<file path="config.mk">
export PLATFORM = sky130hd
export DESIGN_NAME = dp_dmi_master_flat
export DESIGN_NICKNAME = d
export VERILOG_FILES = /design/src/rtl/dp_dmi_master_if.sv /design/src/rtl/dp_dmi_master.sv /design/src/flat_wrapper.sv
export SDC_FILE = /design/constraint.sdc
export NUM_CORES = 1
export LEC_CHECK = 0
export BUFFER_PORTS_ARGS = -buffer_cell sky130_fd_sc_hd__buf_2
export CAP_MARGIN = 20
export CORE_ASPECT_RATIO = 1.25
export CORE_MARGIN = 3
export CORE_UTILIZATION = 50
export CTS_CLUSTER_SIZE = 10
export DETAILED_ROUTE_END_ITERATION = 10
export PLACE_DENSITY = 0.82
export SYNTH_ARGS = -nofsm -noshare
export SYNTH_HDL_FRONTEND = slang
export SYNTH_SLANG_ARGS = --single-unit
</file>
<file path="constraint.sdc">
create_clock -name clk -period 4.5 [get_ports clk]
set_input_delay 0.45 -clock clk [delete_from_list [all_inputs] [get_ports clk]]
set_output_delay 0.45 -clock clk [all_outputs]
set_load 0.005 [all_outputs]
</file>
<file path="src/rtl/dp_dmi_master_if.sv">
// DMI request/response channel between the DTM-side initiator and the debug module.
// Request is valid/ready; response is valid/ready, with the initiator owning resp_ready.
interface dp_dmi_master_if #(
    parameter int ABITS = 7,
    parameter int DBITS = 32
);
    logic             dmi_req_valid;
    logic             dmi_req_ready;
    logic [ABITS-1:0] dmi_address;
    logic [DBITS-1:0] dmi_wdata;
    logic [1:0]       dmi_op;
    logic             dmi_resp_valid;
    logic             dmi_resp_ready;
    logic [DBITS-1:0] dmi_rdata;
    logic [1:0]       dmi_resp_op;

    modport master (
        output dmi_req_valid, dmi_address, dmi_wdata, dmi_op, dmi_resp_ready,
        input  dmi_req_ready, dmi_resp_valid, dmi_rdata, dmi_resp_op
    );

    modport slave (
        input  dmi_req_valid, dmi_address, dmi_wdata, dmi_op, dmi_resp_ready,
        output dmi_req_ready, dmi_resp_valid, dmi_rdata, dmi_resp_op
    );
endinterface

</file>
<file path="src/rtl/dp_dmi_master.sv">
// DMI initiator: turns dmi update-DR into one DM transaction, keeps sticky status and capture value.
// Request one cycle after update; holds request under backpressure; responses always drained outside REQ.
module dp_dmi_master #(
    parameter int ABITS = 7,
    parameter int DBITS = 32
) (
    input  logic                   clk,
    input  logic                   rst,
    input  logic                   upd_dmi,
    input  logic [ABITS+DBITS+1:0] upd_data,
    input  logic                   cap_dmi,
    output logic [ABITS+DBITS+1:0] cap_data,
    input  logic                   dmireset,
    input  logic                   dmihardreset,
    output logic [1:0]             dmistat,
    output logic                   busy,
    dp_dmi_master_if.master        dmi
);
    typedef enum logic [1:0] {S_IDLE, S_REQ, S_RESP} state_e;

    state_e                 state_q, state_d;
    logic [1:0]             stat_q, stat_d, stat_base;
    logic [ABITS-1:0]       addr_q, addr_d;
    logic [DBITS-1:0]       wdata_q, wdata_d, rdata_q, rdata_d;
    logic [1:0]             op_q, op_d;
    logic [ABITS+DBITS+1:0] cap_q, cap_d;
    logic                   req_valid_q, req_valid_d;
    logic                   err2, err3;
    logic [1:0]             upd_op;

    assign upd_op = upd_data[1:0];
    // Status clears are applied before the update is judged, so clear+update can start a transaction.
    assign stat_base = (dmireset || dmihardreset) ? 2'd0 : stat_q;

    always_comb begin
        state_d = state_q;
        addr_d  = addr_q;
        wdata_d = wdata_q;
        op_d    = op_q;
        rdata_d = rdata_q;
        cap_d   = cap_q;
        err2    = 1'b0;
        err3    = 1'b0;
        if (cap_dmi) begin
            cap_d = {addr_q, rdata_q, (state_q != S_IDLE) ? 2'd3 : stat_q};
        end
        case (state_q)
            S_IDLE: begin
                if (upd_dmi && stat_base == 2'd0) begin
                    if (upd_op == 2'd1 || upd_op == 2'd2) begin
                        addr_d  = upd_data[ABITS+DBITS+1 -: ABITS];
                        wdata_d = upd_data[DBITS+1:2];
                        op_d    = upd_op;
                        state_d = S_REQ;
                    end else if (upd_op == 2'd3) begin
                        err2 = 1'b1;
                    end
                end
            end
            S_REQ: begin
                if (dmi.dmi_req_ready) state_d = S_RESP;
                if (upd_dmi || cap_dmi) err3 = 1'b1;
            end
            S_RESP: begin
                if (dmi.dmi_resp_valid) begin
                    rdata_d = dmi.dmi_rdata;
                    state_d = S_IDLE;
                    if (dmi.dmi_resp_op == 2'd2) err2 = 1'b1;
                    if (dmi.dmi_resp_op == 2'd3) err3 = 1'b1;
                end
                if (upd_dmi || cap_dmi) err3 = 1'b1;
            end
            default: state_d = S_IDLE;
        endcase
        // Hard reset aborts everything in flight but leaves the last captured/returned data intact.
        if (dmihardreset) begin
            state_d = S_IDLE;
            addr_d  = addr_q;
            wdata_d = wdata_q;
            op_d    = op_q;
            rdata_d = rdata_q;
            cap_d   = cap_q;
            err2    = 1'b0;
            err3    = 1'b0;
        end
        stat_d = stat_base;
        if (stat_base == 2'd0) begin
            if (err3)      stat_d = 2'd3;
            else if (err2) stat_d = 2'd2;
        end
        req_valid_d = (state_d == S_REQ);
    end

    always_ff @(posedge clk) begin
        if (rst) begin
            state_q     <= S_IDLE;
            stat_q      <= 2'd0;
            addr_q      <= '0;
            wdata_q     <= '0;
            op_q        <= 2'd0;
            rdata_q     <= '0;
            cap_q       <= '0;
            req_valid_q <= 1'b0;
        end else begin
            state_q     <= state_d;
            stat_q      <= stat_d;
            addr_q      <= addr_d;
            wdata_q     <= wdata_d;
            op_q        <= op_d;
            rdata_q     <= rdata_d;
            cap_q       <= cap_d;
            req_valid_q <= req_valid_d;
        end
    end

    assign busy               = (state_q != S_IDLE);
    assign dmistat            = stat_q;
    assign cap_data           = cap_q;
    assign dmi.dmi_req_valid  = req_valid_q;
    assign dmi.dmi_address    = addr_q;
    assign dmi.dmi_wdata      = wdata_q;
    assign dmi.dmi_op         = op_q;
    assign dmi.dmi_resp_ready = (state_q != S_REQ);
endmodule

</file>
<file path="src/flat_wrapper.sv">
// flat-port wrapper written by rule: the top's interface ports become plain ports
module dp_dmi_master_flat 
#(
    parameter int ABITS = 7,
    parameter int DBITS = 32
)
  (clk, rst, upd_dmi, upd_data, cap_dmi, cap_data, dmireset, dmihardreset, dmistat, busy, dmi_dmi_req_valid, dmi_dmi_address, dmi_dmi_wdata, dmi_dmi_op, dmi_dmi_resp_ready, dmi_dmi_req_ready, dmi_dmi_resp_valid, dmi_dmi_rdata, dmi_dmi_resp_op);
  dp_dmi_master_if #(.ABITS(ABITS), .DBITS(DBITS)) dmi_i ();
  input  logic clk;
  input  logic rst;
  input  logic upd_dmi;
  input  logic [ABITS+DBITS+1:0] upd_data;
  input  logic cap_dmi;
  output logic [ABITS+DBITS+1:0] cap_data;
  input  logic dmireset;
  input  logic dmihardreset;
  output logic [1:0] dmistat;
  output logic busy;
  output wire logic [$bits(dmi_i.dmi_req_valid)-1:0] dmi_dmi_req_valid;
  output wire logic [$bits(dmi_i.dmi_address)-1:0] dmi_dmi_address;
  output wire logic [$bits(dmi_i.dmi_wdata)-1:0] dmi_dmi_wdata;
  output wire logic [$bits(dmi_i.dmi_op)-1:0] dmi_dmi_op;
  output wire logic [$bits(dmi_i.dmi_resp_ready)-1:0] dmi_dmi_resp_ready;
  input wire logic [$bits(dmi_i.dmi_req_ready)-1:0] dmi_dmi_req_ready;
  input wire logic [$bits(dmi_i.dmi_resp_valid)-1:0] dmi_dmi_resp_valid;
  input wire logic [$bits(dmi_i.dmi_rdata)-1:0] dmi_dmi_rdata;
  input wire logic [$bits(dmi_i.dmi_resp_op)-1:0] dmi_dmi_resp_op;
  assign dmi_dmi_req_valid = dmi_i.dmi_req_valid;
  assign dmi_dmi_address = dmi_i.dmi_address;
  assign dmi_dmi_wdata = dmi_i.dmi_wdata;
  assign dmi_dmi_op = dmi_i.dmi_op;
  assign dmi_dmi_resp_ready = dmi_i.dmi_resp_ready;
  assign dmi_i.dmi_req_ready = dmi_dmi_req_ready;
  assign dmi_i.dmi_resp_valid = dmi_dmi_resp_valid;
  assign dmi_i.dmi_rdata = dmi_dmi_rdata;
  assign dmi_i.dmi_resp_op = dmi_dmi_resp_op;
  dp_dmi_master #(.ABITS(ABITS), .DBITS(DBITS)) u_core (.clk(clk), .rst(rst), .upd_dmi(upd_dmi), .upd_data(upd_data), .cap_dmi(cap_dmi), .cap_data(cap_data), .dmireset(dmireset), .dmihardreset(dmihardreset), .dmistat(dmistat), .busy(busy), .dmi(dmi_i));
endmodule
</file>
==> results.cfg, run 1 <==
[clock_network]
clockBufferDepth = 2
cts_setup_buffers = 0
holdBufCountCts = 0
htree_levels = 4
clkTransAtPathRegs_ns = 0.06
cts_num_sinks = 119
cts.repair.resized = 0
cts_tree = yes
cts-root-buf = clkbuf_8
cts_inserted_buffers = 17
clk_latency_ns = 0.52

[die]
die_x_um = 89.1
coreArea_sq_um = 8330
io_pins = 170
fp.dieH_um = 110
dieArea_sq_um = 9800
core.rowCount = 37
start_util_pct = 51.8

[cells_and_area]
post-route-util_pct = 69.8
synthToLayoutAreaGrowth_pct = 34.6
layout-drive-gt1-share_pct = 29.2
fin_nets = 789
multi_input_area_sq_um = 1770
register_area_sq_um = 2380
fillers = 695
antenna_cells = 0

[detailed_routing]
routed_via_density = 5.15
ant_nets = 0
drt-wirelength-per-cell_um = 14.2
highest_layer = met4
wl_mm = 11.5
wl_met2_mm = 5.79
drt-met1-wl_mm = 4.39
met3_length_mm = 1.08
via_count = 4174
drc = 0
drt_first_pass_iters = 7
drt_iter0_drc = 220

[yosys]
syn-num-nets = 635
synth_top_area_cell = dfxtp_1
syn_area_sq_um = 4320
synth.avg_cell_area_sq_um = 7.90
seq_area_frac_synth_pct = 55.1
syn_inst = 547
synth.area.top_cells = dfxtp_1 55%, nand2_1 20%, a21oi_1 14%
ys_warn_count = 0
synth.distinct_cells = 26
synth_top_cell_area_share_pct = 55.1
ys_ff_latch = 119

[grt]
grt_pass1_wl_mm = 17.8
grt_max_degree = 119
antenna_found_initial = 0
grt_pass1_vias = 3874
grt_overflow = 0
grt_usage_pct = 23.6

[timing]
period_share_pct = 50.2
slew_headroom_pct = 31.3
hold_viol_final = 0
fin_setup_tns_ns = 0
setup_viol = 0
fin_skew_ns = 0.00595
max_freq_mhz = 442
rsz0062_at_grt = false
period_needed_ns = 2.26
worst_slew_pin_slew_ns = 1.03
final_max_slew_viol_count = 0

[critical_path]
r2r_start = u_core.state_q[1]
crit_path_end_kind = register
criticalPathCategory = register to register
cp_max_fo = 28
critical_path_arrival_ns = 2.70
r2r_slack_ns = 2.24
crit_required_ns = 4.94
start_kind = register
startpoint = u_core.state_q[1]

[pwr]
pwr-share-clk_pct = 53.7
p_leak_nw = 2.45
intPower_mw = 2.10
vdd_drop_max_uv = 290
power_frac_comb_pct = 5.4
swShare_pct = 20.6
pwr-share-seq_pct = 40.9
power_density_nw_per_um2 = 455
p_sw_uw = 545

[outcome]
outcome = finished, final reports clean

[placement]
io_buffers = 169
hpwlAfterDp_mm = 7.64
gp_congestion = 0.794

[run]
cap_violations = 0

[min_path]
holdCritPathClass = input pin to register
hp-start = upd_data[23]
power by group through the flow:
stage / clock network, mW / logic (mW) / registers [mW]
6_report: 1.42 / 0.142 / 1.08
3_5_place_dp: 0 / 0.138 / 1.10
4_1_cts: 1.44 / 0.139 / 1.08
3_3_place_gp: 0 / 0.136 / 1.10
2_1_floorplan: 0 / 0.0710 / 1.10
5_1_grt: 1.49 / 0.159 / 1.08
per-layer routing:
metal  up-vias  global-route usage, %
met2       173                   40.6
met3        26                   9.22
met1      1892                   25.6
met4         0                   10.0
li1       2083                      -
met5         -                      0
final timing paths:
check | end | cells after the start
min | u_core.dmi.dmi_wdata[21] | 3
max | u_core.dmi.dmi_wdata[10] | 7
max reg2reg | u_core.dmi.dmi_wdata[10] | 7
min reg2reg | u_core.cap_data[23] | 2
worst max-delay path, cell delays in order (launching register included):
cell and delay, ns:
dfxtp_1 0.34, inv_1 0.10, ha_1 0.24, inv_1 0.15, a2111oi_4 0.69, buf_4 0.42, nand2_1 0.12, a21oi_1 0.12
synth_stat cells:
master and instances:
a2111oi_4 1, nor3_1 4, nor3b_1 1, or3_1 2, o31ai_1 1, buf_6 4, nand3b_1 1, nand4_1 1
clkbuf_1 29, nand2b_1 2, nor4_1 2, or2_1 1, ha_1 5, o2111ai_2 1, a2111oi_0 1, nor2_1 4
o21ai_0 2, buf_2 5, inv_1 4, o2111a_1 1, or2_4 1, o22ai_1 1, dfxtp_1 119, nand2_1 231
nor2b_1 3, a21oi_1 120
cells by family after synthesis:
family                     synth area share [%]
DFF                                        55.1
adders and majority gates                  1.45
buffers and inverters                      4.49
and+or+nand+nor                            23.0
AOI/OAI and AO/OA                          15.9
sequential cells by signal, indices dropped and copies added, names as in the netlist:
signal / count
u_core.rdata_q: 32
u_core.dmi.dmi_wdata: 32
u_core.dmi.dmi_address: 7
u_core.dmi.dmi_op: 2
u_core.cap_data: 41
u_core.dmi.dmi_req_valid: 1
u_core.dmistat: 2
u_core.state_q: 2
layout make-up:
class | instances | share of cell area, %
multi-input cells | 386 | 30.4
repair buffers | 173 | 15.4
inverters | 4 | 0.258
well taps | 97 | 2.09
clock buffers | 24 | 8.43
clock inverters | 7 | 2.41
flip-flops and latches | 119 | 41.0
placed cells by master (no fill, tap or decap), types with 2 or more instances in the layout:
cell	n
inv_1	4
clkbuf_8	6
nor2b_1	2
nor2_1	3
nor3_1	4
dfxtp_1	119
clkbuf_16	16
bufinv_16	4
a21oi_1	120
ha_1	5
clkinvlp_4	2
nand2_1	231
buf_4	4
nor4_1	2
clkbuf_1	2
buf_2	168
or3_1	2
o21ai_0	2
stage by stage:
stage / setup WS [ns] / instance area (sq um) / instances / hold WS [ns] / power, mW
floorplan: 2.77 / 4320 / 547 / 0.432 / 1.18
global placement: 1.99 / 5160 / 778 / 0.436 / 1.24
detailed placement: 1.94 / 5160 / 778 / 0.443 / 1.24
CTS: 2.27 / 5790 / 809 / 0.144 / 2.66
global route: 2.03 / 5820 / 810 / 0.157 / 2.73
finish: 2.24 / 5820 / 810 / 0.167 / 2.64
Note: power is estimated with default switching activity, not from simulation.
==> run 2, diff against run 1 <==
--- a/config.mk
+++ b/config.mk
@@ -9,10 +9,10 @@
 export CAP_MARGIN = 20
 export CORE_ASPECT_RATIO = 1.25
 export CORE_MARGIN = 3
-export CORE_UTILIZATION = 50
+export CORE_UTILIZATION = 43
 export CTS_CLUSTER_SIZE = 10
 export DETAILED_ROUTE_END_ITERATION = 10
-export PLACE_DENSITY = 0.82
+export PLACE_DENSITY = 0.75
 export SYNTH_ARGS = -nofsm -noshare
 export SYNTH_HDL_FRONTEND = slang
 export SYNTH_SLANG_ARGS = --single-unit
==> constraint.sdc (replaced) <==
create_clock -name clk -period 1.89 [get_ports clk]
set_input_delay 0.189 -clock clk [delete_from_list [all_inputs] [get_ports clk]]
set_output_delay 0.189 -clock clk [all_outputs]
set_load 0.005 [all_outputs]
==> run 2 against run 1 <==
  * Final cell count rose by 4.7%
  * Largest power group unchanged
  * Critical path type unchanged
  * Global-route usage fell by 3.1 points
  * Routed wire length rose by 0.25%
  * Sequential share of layout area fell by 0.63 points
  * Non-clock buffer count rose by 8
  * Utilization fell by 9.0 points
  * Largest cell class unchanged
  * Clock skew fell by 0.0021 ns
  * Die area rose by 15%
==> results.cfg, run 2 (same netlist as run 1, synthesis figures left out) <==
[critical_path]
r2r-end = u_core.dmi.dmi_req_valid
r2r_slack_ns = 0.09
crit_required_ns = 2.20
rr_worst_depth = 7
crit_path_end_kind = register
max_stage_delay_ns = 0.45
start_kind = register
criticalPathCategory = register to register
r2r_start = u_core.state_q[0]
critical_path.cell_chain = inv_1 > ha_1 > nor2b_1 > a2111oi_0 > buf_4 > nor3_1 > nor4_1
critical_path_arrival_ns = 2.11
critPathBufInv = 2
cp_top_family = compound AO/OA/AOI/OAI gates
cp_max_fo = 4
slowest_stage = a2111oi_0

[grt]
use_met3_pct = 8.38
grt_overflow = 0
grt_usage_pct = 20.5
grt_max_degree = 59
antenna_found_initial = 0
grt_pass1_vias = 4057
use_met2_pct = 33.9
use_met1_pct = 22.6
busiest_layer = met2
grt_pass1_wl_mm = 18.4

[clock_network]
cts_inserted_buffers = 17
holdBufCountCts = 0
clkTransAtPathRegs_ns = 0.05
cts-root-buf = clkbuf_16
clk_latency_ns = 0.40
cts_setup_buffers = 0
cts_tree = yes
cts_num_sinks = 119
clockBufferDepth = 2
htree_levels = 4
cts.repair.resized = 0

[cells_and_area]
stdcell_count = 848
antenna_cells = 0
largest_reg_flops = 41
mostFrequentLayoutCells = 231 x nand2_1, 168 x buf_2, 120 x a21oi_1, 119 x dfxtp_1, 17 x clkbuf_16
fin_nets = 797
synthToLayoutAreaGrowth_pct = 36.7
final_common_cell = nand2_1
layout-drive-gt1-share_pct = 30.1
post-route-util_pct = 60.8

[detailed_routing]
routed_via_density = 4.94
drc = 0
ant_nets = 0
drt_first_pass_iters = 4
drt_iter0_drc = 220
wl_mm = 11.6
via_count = 4191
drt-wirelength-per-cell_um = 13.6

[min_path]
holdCritPathClass = input pin to register
hold_path_end = u_core.dmi.dmi_wdata[13]
whs_path_depth = 3
hp-start = upd_data[15]

[timing]
fin_setup_tns_ns = 0
fin_skew_ns = 0.00384
period_share_pct = 95.3
period_needed_ns = 1.80
worst_slew_pin_slew_ns = 0.587
setup_viol = 0
hold_viol_final = 0
slew_headroom_pct = 60.9
fin_ws_ns = 0.0896
final_max_slew_viol_count = 0
max_freq_mhz = 555
rsz0062_at_grt = false

[die]
die_x_um = 95.7
coreArea_sq_um = 9710
fp.dieH_um = 118
core.rowCount = 40
io_pins = 170
start_util_pct = 44.5
dieArea_sq_um = 11300

[placement]
dpl_worst_slack_ns = 0.127
gp_congestion = 0.774
io_buffers = 169
hpwlAfterDp_mm = 8.05
dp_cells = 816

[pwr]
vdd_drop_max_uv = 601
power_density_nw_per_um2 = 1040
p_leak_nw = 2.48
power.total_mw = 6.15

[run]
cap_violations = 0

[outcome]
outcome = finished, final reports clean
run 2: power breakdown:
group	internal (mW)	switching, mW
registers	2.55	0.0214
clock network	2.10	1.12
logic	0.153	0.204
run 2: area by class of cell:
cell class,instances,area (sq um)
clock inverter,13,155
clock buffer,19,443
timing repair buffer,181,988
inverter,4,15.0
sequential,119,2380
multi-input combinational,386,1770
tap,126,158
fill,860,3800
run 2: metrics by stage:
| stage | hold slack, ns | cell area, sq um |
|---|---|---|
| 6_report | 0.0243 | 5910 |
| 3_5_place_dp | 0.436 | 5310 |
| 2_1_floorplan | 0.325 | 4320 |
| 5_1_grt | 0.0193 | 5910 |
| 3_3_place_gp | 0.429 | 5310 |
| 4_1_cts | 0.00256 | 5910 |
run 2: worst max path at each step:
stage | endpoint | slack, ns | cells after the start | from
finish | u_core.dmi.dmi_req_valid | 0.09 | 7 | u_core.state_q[0]
floorplan | u_core.dmi.dmi_req_valid | 0.33 | 6 | u_core.state_q[0]
global route | u_core.dmi.dmi_req_valid | 0.06 | 7 | u_core.state_q[0]
CTS | u_core.dmi.dmi_wdata[26] | 0.16 | 7 | u_core.state_q[0]
global placement | u_core.dmi.dmi_op[1] | 0.21 | 7 | upd_data[0]
detailed placement | u_core.dmi.dmi_wdata[5] | 0.13 | 7 | upd_data[1]
run 2: metal layers:
layer | part of all wire [%] | wire length, um
met2 | 49 | 5660
met5 | 0 | 0
met3 | 8.8 | 1020
met4 | 2.5 | 293
met1 | 40 | 4580
run 2: worst reg2reg max path, delay by kind of cell (launching register included):
| kind | cells | cell delay (ns) |
|---|---|---|
| AOI/OAI and AO/OA | 1 | 0.45 |
| DFF | 1 | 0.40 |
| and+or+nand+nor | 3 | 0.37 |
| buffers and inverters | 2 | 0.29 |
| adders and majority gates | 1 | 0.21 |
